File: config.mk
export PLATFORM = sky130hd
export DESIGN_NAME = noc_out_port
export DESIGN_NICKNAME = d
export VERILOG_FILES = /design/src/rtl/noc_out_port.sv
export SDC_FILE = /design/constraint.sdc
export NUM_CORES = 1
export LEC_CHECK = 0
export ABC_AREA = 1
export BUFFER_PORTS_ARGS = -buffer_cell sky130_fd_sc_hd__buf_2
export CAP_MARGIN = 5
export CORE_MARGIN = 8
export CORE_UTILIZATION = 35
export CTS_CLUSTER_DIAMETER = 80
export DETAILED_ROUTE_END_ITERATION = 10
export PLACE_DENSITY = 0.73
export SLEW_MARGIN = 5
export SYNTH_ARGS = -nofsm -noshare
export SYNTH_HDL_FRONTEND = slang
export SYNTH_SLANG_ARGS = --single-unit
File: constraint.sdc
create_clock -name clk -period 3.4 [get_ports clk]
set_input_delay 0.68 -clock clk [delete_from_list [all_inputs] [get_ports clk]]
set_output_delay 0.68 -clock clk [all_outputs]
set_load 0.02 [all_outputs]
File: src/rtl/noc_out_port.sv
// +--------------------------------------------------------------------------+
// | noc_out_port - 4-input switch output: wormhole lock + 1-entry out stage |
// | Rev 1.0                                                                  |
// +--------------------------------------------------------------------------+
`timescale 1ns/1ps
`default_nettype none

module noc_out_port #(
  parameter int DATA_W = 32
) (
  input  logic                clk,
  input  logic                reset,
  input  logic [3:0]          in_valid,
  input  logic [4*DATA_W-1:0] in_data,
  input  logic [3:0]          in_tail,
  output logic [3:0]          in_ready,
  output logic [3:0]          arb_req,
  input  logic [3:0]          arb_grant,
  output logic                arb_lock,
  output logic                out_valid,
  output logic [DATA_W-1:0]   out_data,
  output logic                out_tail,
  input  logic                out_ready,
  output logic [1:0]          owner,
  output logic                grant_err
);

  typedef enum logic [1:0] {
    ARB  = 2'd0,
    GNT  = 2'd1,
    XFER = 2'd2
  } state_t;

  state_t              state;
  logic                out_free;
  logic                accept;
  logic [DATA_W-1:0]   sel_data;
  logic                sel_tail;
  logic [1:0]          grant_idx;
  logic                grant_multi;

  assign out_free    = !out_valid || out_ready;
  assign sel_data    = in_data[owner*DATA_W +: DATA_W];
  assign sel_tail    = in_tail[owner];
  assign accept      = |(in_valid & in_ready);
  assign grant_multi = |(arb_grant & (arb_grant - 4'd1));
  assign arb_lock    = (state != ARB);

  // Requests are gated by reset so the arbiter sees nothing while we are held.
  always_comb begin
    arb_req  = 4'b0000;
    in_ready = 4'b0000;
    if (state == ARB && !reset)
      arb_req = in_valid;
    if (state == XFER && out_free)
      in_ready = 4'b0001 << owner;
  end

  always_comb begin
    grant_idx = 2'd0;
    casez (arb_grant)
      4'b???1: grant_idx = 2'd0;
      4'b??10: grant_idx = 2'd1;
      4'b?100: grant_idx = 2'd2;
      4'b1000: grant_idx = 2'd3;
      default: grant_idx = 2'd0;
    endcase
  end

  always_ff @(posedge clk or posedge reset) begin
    if (reset) begin
      state     <= ARB;
      owner     <= 2'd0;
      grant_err <= 1'b0;
      out_valid <= 1'b0;
      out_data  <= '0;
      out_tail  <= 1'b0;
    end else begin
      case (state)
        ARB: begin
          if (|in_valid)
            state <= GNT;
        end
        GNT: begin
          if (|arb_grant) begin
            owner <= grant_idx;
            state <= XFER;
            if (grant_multi)
              grant_err <= 1'b1;
          end else begin
            state <= ARB;
          end
        end
        XFER: begin
          if (accept && sel_tail)
            state <= ARB;
        end
        default: state <= ARB;
      endcase

      // Output stage drains in every state; a load wins over an unload.
      if (accept) begin
        out_valid <= 1'b1;
        out_data  <= sel_data;
        out_tail  <= sel_tail;
      end else if (out_ready) begin
        out_valid <= 1'b0;
      end
    end
  end

endmodule

`default_nettype wire

==> results of run 1 <==
## placed cells by master, fill, tap and decap left out, types with 3 or more instances in the layout
master                     count
sky130_fd_sc_hd__a21oi_1       3
sky130_fd_sc_hd__buf_2       188
sky130_fd_sc_hd__buf_4         5
sky130_fd_sc_hd__clkbuf_8      6
sky130_fd_sc_hd__dfrtp_1      39
sky130_fd_sc_hd__inv_1        14
sky130_fd_sc_hd__inv_2         3
sky130_fd_sc_hd__nand2_1     240
sky130_fd_sc_hd__nand3_1       4
sky130_fd_sc_hd__nand4_1      32
sky130_fd_sc_hd__nor2_1       15
sky130_fd_sc_hd__nor2_2        3
sky130_fd_sc_hd__nor3_1        3
## power groups by stage
stage | logic [W] | registers (W) | clock network [W]
2_1_floorplan | 0.000893 | 0.00101 | 0
3_3_place_gp | 0.00163 | 0.000779 | 0
3_5_place_dp | 0.00166 | 0.000786 | 0
4_1_cts | 0.00166 | 0.000780 | 0.000320
5_1_grt | 0.00185 | 0.000806 | 0.000342
6_report | 0.00164 | 0.000780 | 0.000310
## Yosys cell counts
master / count
sky130_fd_sc_hd__a31o_2: 1
sky130_fd_sc_hd__clkbuf_1: 12
sky130_fd_sc_hd__dfrtp_1: 39
sky130_fd_sc_hd__nand2_2: 1
sky130_fd_sc_hd__inv_2: 3
sky130_fd_sc_hd__buf_2: 7
sky130_fd_sc_hd__nand4_1: 32
sky130_fd_sc_hd__a21oi_1: 3
sky130_fd_sc_hd__nor2_1: 15
sky130_fd_sc_hd__nor2_2: 3
sky130_fd_sc_hd__o22ai_1: 1
sky130_fd_sc_hd__inv_1: 15
sky130_fd_sc_hd__nand3_1: 4
sky130_fd_sc_hd__a41oi_1: 1
sky130_fd_sc_hd__nand2_1: 240
sky130_fd_sc_hd__o31ai_1: 1
sky130_fd_sc_hd__nor3_1: 3
## worst paths after layout
kind	start	end	slack, ns	depth (start not counted)
max in group asynchronous	reset	out_data[30]$_DFFE_PP0P_	2.50	3
min	out_data[20]$_DFFE_PP0P_	out_data[20]$_DFFE_PP0P_	0.47	2
min in group asynchronous	reset	out_data[6]$_DFFE_PP0P_	0.55	3
max reg2reg	owner[0]$_DFFE_PP0P_	state[1]$_DFFE_PP0P_	1.19	10
max	owner[0]$_DFFE_PP0P_	in_ready[3]	0.93	5
min reg2reg	out_data[20]$_DFFE_PP0P_	out_data[20]$_DFFE_PP0P_	0.47	2
## logic make-up after synthesis
| family | count (synthesis) | synth area share |
|---|---|---|
| buffers and inverters | 37 | 0.06184 |
| AO/OA/AOI/OAI | 7 | 0.01939 |
| AND/OR/NAND/NOR | 298 | 0.5100 |
| flip-flops | 39 | 0.4088 |
## layer usage
| layer | GRT usage | vias to the layer above |
|---|---|---|
| met5 | 0 | - |
| li1 | - | 1557 |
| met4 | 0.04368 | 0 |
| met3 | 0.06061 | 4 |
| met1 | 0.2128 | 1269 |
| met2 | 0.3046 | 141 |
## cell type report
| class | count | share of cell area |
|---|---|---|
| clock inverters | 1 | 0.001441 |
| multi-input cells | 305 | 0.3638 |
| clock buffers | 6 | 0.02378 |
| well taps | 80 | 0.02882 |
| flip-flops and latches | 39 | 0.2810 |
| inverters | 18 | 0.01945 |
| repair buffers | 193 | 0.2817 |
## flip-flops by register name, indices dropped and copies added, names as in the netlist
signal     flops
out_data      32
owner          2
state          2
grant_err      1
out_tail       1
out_valid      1
## per-stage QoR
step	utilization	setup WS, ns	std cells	instance area, um2	power [W]
after global routing	0.5199	0.6717	642	3473	0.003000
after CTS	0.5199	0.9223	642	3473	0.002763
final	0.5199	0.9335	642	3473	0.002731
after global placement	0.5067	1.302	635	3386	0.002409
after floorplan	-	0.6323	381	2387	0.001904
after detailed placement	0.5067	1.215	635	3386	0.002448
## critical path: stages (launching register included)
cell and delay, ns:
sky130_fd_sc_hd__dfrtp_1 0.50, sky130_fd_sc_hd__nand2_1 0.14, sky130_fd_sc_hd__inv_2 0.45, sky130_fd_sc_hd__nand3_1 0.17, sky130_fd_sc_hd__inv_1 0.08, sky130_fd_sc_hd__buf_2 0.16
==> reports/results.txt, run 1 <==
Distinct cells, synth - 17
Highest clock frequency the design can meet - 405.4 MHz
Crit path capture type - output pin
Share of the clock period used by the worst path - 0.7255
Number of buffers between clock root and the deepest sink - 2
Area of the placeable core - 6681 um2
Number of top-level pins - 189
Power per Cell Area - 786.2 nW/um2
Number of endpoints failing setup at the final stage - 0
Total Routed Length - 8738 um
Worst-path maximum fanout - 33
Uppermost layer routed - met4
Post-cts repair resize count - 0
Wire length the detailed router placed on met1 - 3857 um
Status - finished, final reports clean
Switching share of power - 0.5019
Via count of the routed design - 2971
Worst Max-Slew Pin Slew - 0.5796 ns
Met3 Routed Length - 683 um
Switching power of the nets - 0.001370 W
Post-route antenna net violation count - 0
Clock skew after layout - 0.002804 ns
Worst supply voltage drop on vdd - 0.2583 mV
Launching element type of the critical path - register
Syn_nets - 524
Syn avg cell area - 6.266 um2
Cell count after synthesis - 381
Summed negative setup slack over all endpoints - 0 ns
Top cells by area, synth - sky130_fd_sc_hd__dfrtp_1, sky130_fd_sc_hd__nand2_1, sky130_fd_sc_hd__nand4_1
Clock edge transition at the registers on the reported setup and hold paths - 0.07 ns
Number of global-route vias before repair - 3055
Share of Yosys cell area claimed by the top area cell type - 0.4088
Synthesis warning total - 0
Clock network fraction of total power - 0.113
Standard-cell row count - 30
Final min period - 2.467 ns
Worst skew pair latency - 0.28 ns
Sequential cell area in the final layout - 975.9 um2
Post-synth top area cell - sky130_fd_sc_hd__dfrtp_1
Total of max-cap violations - 0
Fraction of final layout cells with drive strength greater than 1 - 0.3701
Mean routed wirelength per cell - 13.61 um
Critical path arrival - 1.79 ns
Syn-to-layout area delta - 45.49%
Full die area - 9720 um2
Maximum number of pins on one net before global-route repair - 40
Number of hold buffers added after CTS - 0
Post-synth design cell area - 2387 um2
Vias per cell - 4.628
TritonCTS buffer count - 5
Clock tree from TritonCTS - built
Leakage dissipation - 2.075 nW
Sequential group share of total power - 0.286
GR Util All Layers - 0.1797
Portion of total power attributed to combinational logic - 0.601
Number of H-tree levels - 2
Antenna violations before repair - 0
Unrepaired setup endpoints after global routing - false
Data required time of the worst path - 2.72 ns
Multi-input gate area - 1264 um2
Final count of pins violating max slew - 0
Path type of the worst setup path - register to output pin
Register area share after synthesis - 0.4088
Clock Tree Root - sky130_fd_sc_hd__clkbuf_8
Number of fill cells in the layout - 681
Die width - 98.59 um
Remaining routing DRC violations - 0
Starting density of the core - 0.3573
Chip height - 98.59 um
Placed wire-length estimate - 6825 um
Internal power - 0.001360 W
Global placement routability congestion - 0.8070
First-pass detailed-route iteration total - 4
Clk sinks - 39
Class of the worst hold path - register to register
Wire length of the first global-routing pass - 14500 um
Detail Route met2 WL - 4137 um
Total count of hold-check failures in the final report - 0
Input/output buffers - 188
Synthesized flop and latch total - 39
Post-layout net count - 705
Post-route worst hold slack - 0.4671 ns
Slew HR - 0.6130
Post-CTS setup buffer count - 0
Final antenna diode count - 0
DRT iter0 DRCs - 163
Leftover overflow at the end of global routing - 0
No activity file was read; power rests on OpenSTA's default activity.
==> run 2: changes to the inputs <==
--- a/config.mk
+++ b/config.mk
@@ -5,14 +5,14 @@
 export SDC_FILE = /design/constraint.sdc
 export NUM_CORES = 1
 export LEC_CHECK = 0
-export ABC_AREA = 1
+export ABC_AREA = 0
 export BUFFER_PORTS_ARGS = -buffer_cell sky130_fd_sc_hd__buf_2
 export CAP_MARGIN = 5
 export CORE_MARGIN = 8
 export CORE_UTILIZATION = 35
 export CTS_CLUSTER_DIAMETER = 80
 export DETAILED_ROUTE_END_ITERATION = 10
-export PLACE_DENSITY = 0.73
+export PLACE_DENSITY = 0.72
 export SLEW_MARGIN = 5
 export SYNTH_ARGS = -nofsm -noshare
 export SYNTH_HDL_FRONTEND = slang
==> constraint.sdc (replaced) <==
create_clock -name clk -period 2 [get_ports clk]
set_input_delay 0.4 -clock clk [delete_from_list [all_inputs] [get_ports clk]]
set_output_delay 0.4 -clock clk [all_outputs]
set_load 0.02 [all_outputs]
==> reports/results.txt, run 2 <==
GR Util All Layers - 0.1648 (-0.01493)
Synthesis warning total - 0 (unchanged)
Starting density of the core - 0.3588 (+0.001499)
Final standard cell utilization of the core - 0.5087 (-0.01118)
Syn-to-layout area delta - 41.77%
Total of max-cap violations - 0 (unchanged)
Standard-cell row count - 32 (+6.7%)
Share of flip-flops with an asynchronous set or reset - 1.000 (unchanged)
Biggest registers after layout - out_data: 32 flops, owner: 2 flops, state: 2 flops
Input/output buffers - 188 (unchanged)
Register area share after synthesis - 0.3557 (-0.05313)
Syn avg cell area - 9.942 um2 (+59%)
Final standard cell count with taps included and fillers excluded - 560 (-13%)
Most common cell in the netlist - sky130_fd_sc_hd__mux2i_1
Global placement routability congestion - 0.7655 (-5.1%)
Cell count after synthesis - 276 (-28%)
Leakage dissipation - 2.124 nW (+2.4%)
Portion of total power attributed to combinational logic - 0.636 (+0.035)
Number of H-tree levels - 2 (unchanged)
Summed negative setup slack over all endpoints - 0 ns (unchanged)
Top cells by area, synth - sky130_fd_sc_hd__dfrtp_1, sky130_fd_sc_hd__mux2i_1, sky130_fd_sc_hd__o221ai_1
Launching element type of the critical path - register
DRT iter0 DRCs - 87 (-47%)
Power per Cell Area - 1412 nW/um2 (+80%)
Total count of hold-check failures in the final report - 0 (unchanged)
Mean routed wirelength per cell - 16.66 um (+22%)
Most frequent standard cell in the layout excluding fill and tap cells - sky130_fd_sc_hd__buf_2
Most flops, register - out_data
Share of Yosys cell area claimed by the top area cell type - 0.3557 (-0.05313)
Slew HR - 0.4916 (-0.1215)
Sequential group share of total power - 0.256 (-0.030)
Worst Max-Slew Pin Slew - 0.7580 ns (+0.1783 ns)
Fraction of final layout cells with drive strength greater than 1 - 0.4760 (+0.1059)
Clock skew after layout - 0.002869 ns (+0.00006564 ns)
Clock edge transition at the registers on the reported setup and hold paths - 0.08 ns (about the same)
Worst supply voltage drop on vdd - 0.5915 mV (+130%)
Die width - 104.5 um (+6.0%)
Post-CTS setup buffer count - 0 (unchanged)
Vias per cell - 5.209 (+13%)
Class of the worst hold path - input port to async pin
Clock network fraction of total power - 0.107 (-0.006)
Post-synth top cells - sky130_fd_sc_hd__mux2i_1, sky130_fd_sc_hd__dfrtp_1, sky130_fd_sc_hd__inv_1, sky130_fd_sc_hd__o221ai_1, sky130_fd_sc_hd__a31o_1
Post-route antenna net violation count - 0 (unchanged)
Antenna violations before repair - 0 (unchanged)
Final count of pins violating max slew - 0 (unchanged)
Clock Tree Root - sky130_fd_sc_hd__clkbuf_8
Placed wire-length estimate - 7335 um (+7.5%)
Post-synth EDFFs - 0 (unchanged)
Highest clock frequency the design can meet - 530.5 MHz
Total Routed Length - 9329 um (+6.8%)
Remaining routing DRC violations - 0 (unchanged)
Post-synth design cell area - 2744 um2 (+15%)
Number of top-level pins - 189 (unchanged)
Status - finished, final reports clean
Number of buffers between clock root and the deepest sink - 2 (unchanged)
Final antenna diode count - 0 (unchanged)
Maximum number of pins on one net before global-route repair - 38 (-5.0%)
Critical path arrival - 1.49 ns (-0.30 ns)
Worst-path maximum fanout - 4 (-88%)
Clk sinks - 39 (unchanged)
Cell area after placement - 3787 um2 (+12%)
Data required time of the worst path - 1.60 ns (-1.12 ns)
Share of the clock period used by the worst path - 0.9425
Wire length of the first global-routing pass - 15240 um (+5.0%)
Internal power - 0.002983 W (+120%)
Number of global-route vias before repair - 3175 (+3.9%)
Via count of the routed design - 2917 (-1.8%)
Synthesized flop and latch total - 39 (unchanged)
Crit path capture type - output pin
Post-layout net count - 600 (-15%)
First-pass detailed-route iteration total - 4 (unchanged)
Leftover overflow at the end of global routing - 0 (unchanged)
TritonCTS buffer count - 5 (unchanged)
Number of endpoints failing setup at the final stage - 0 (unchanged)
Final min period - 1.885 ns
Switching share of power - 0.4571 (-0.04479)
Flip-flop cell with the highest count after synthesis - sky130_fd_sc_hd__dfrtp_1
Worst skew pair latency - 0.28 ns (about the same)
Top library cells by usage in the layout, fill and taps aside - sky130_fd_sc_hd__buf_2, sky130_fd_sc_hd__mux2i_1, sky130_fd_sc_hd__dfrtp_1, sky130_fd_sc_hd__inv_1, sky130_fd_sc_hd__o221ai_1
Chip height - 104.5 um (+6.0%)
Non-Filler Cell Area, Final - 3890 um2 (+12%)
Distinct cells, synth - 31 (+14)
Number of fill cells in the layout - 715 (+5.0%)
Path type of the worst setup path - register to output pin
Area of the placeable core - 7647 um2 (+14%)
Syn_nets - 419 (-20%)
Flip-flop count of the largest register, all copies and words added - 32 (unchanged)
DP Cell Count - 552 (-13%)
Switching power of the nets - 0.002511 W (+83%)
Clock tree from TritonCTS - built
Post-synth top area cell - sky130_fd_sc_hd__dfrtp_1
Full die area - 10930 um2 (+12%)
Unrepaired setup endpoints after global routing - false
-- run 2: cells by family after synthesis --
logic type,count (synthesis),synth area share
compound gates,73,0.2280
mux,66,0.2508
buf+inv,61,0.09713
flops,39,0.3557
simple gates,36,0.06475
fa+ha+maj,1,0.003648
-- run 2: what timing repair did --
| item | CTS | global route |
|---|---|---|
| setup endpoints to repair | 0 | 4 |
| hold buffers | 0 | 0 |
| gates resized for setup | 0 | 1 |
-- run 2: path summary, 6_finish.rpt --
path                            slack (ns)                        to  cells past startpoint                  from
worst max-delay path                  0.11                arb_req[3]                      4  state[0]$_DFFE_PP0P_
worst min-delay path                  0.17   out_data[2]$_DFFE_PP0P_                      2                 reset
worst max register to register        0.33  out_data[28]$_DFFE_PP0P_                      4  owner[0]$_DFFE_PP0P_
worst min register to register        0.50      out_tail$_DFFE_PP0P_                      1  out_tail$_DFFE_PP0P_
max in group asynchronous             1.30      owner[0]$_DFFE_PP0P_                      3                 reset
min in group clk                      0.43      state[0]$_DFFE_PP0P_                      3           in_valid[1]
-- run 2: cell type report --
class | instances | area (um2) | area share
clock buffers | 8 | 100.1 | 0.02573
inverters | 36 | 135.1 | 0.03474
multi-input cells | 176 | 1511 | 0.3885
flip-flops and latches | 39 | 979.7 | 0.2518
well taps | 102 | 127.6 | 0.03281
repair buffers | 199 | 1036 | 0.2663
-- run 2: worst max-delay path, cell delays in order (launching register included) --
cell,delay [ns]
sky130_fd_sc_hd__dfrtp_1,0.43
sky130_fd_sc_hd__or2_2,0.32
sky130_fd_sc_hd__nor2_2,0.13
sky130_fd_sc_hd__and2_1,0.15
sky130_fd_sc_hd__buf_2,0.17
-- run 2: metrics by stage --
stage / power [W] / hold WS (ns) / worst slack [ns]
after floorplan: 0.003969 / 0.5292 / 0.2197
after global placement: 0.004846 / 0.4768 / 0.3244
after detailed placement: 0.004948 / 0.4728 / 0.2904
after CTS: 0.005550 / 0.1679 / 0.06006
after global routing: 0.005912 / 0.1935 / 0.03984
final: 0.005494 / 0.1676 / 0.1150
-- run 2: power by group through the flow --
stage	registers, W	clock network, W	logic, W
after floorplan	0.00183	0	0.00214
after global placement	0.00141	0	0.00343
after detailed placement	0.00142	0	0.00353
after CTS	0.00140	0.000609	0.00354
after global routing	0.00145	0.000643	0.00382
final	0.00141	0.000590	0.00350
-- run 2: metal layers --
layer	global-route usage	routed length, um	vias to the layer above
met5	0	0	-
met4	0.04137	137	0
met3	0.05283	659	10
met2	0.2974	4837	128
met1	0.1823	3695	1378
li1	-	-	1401
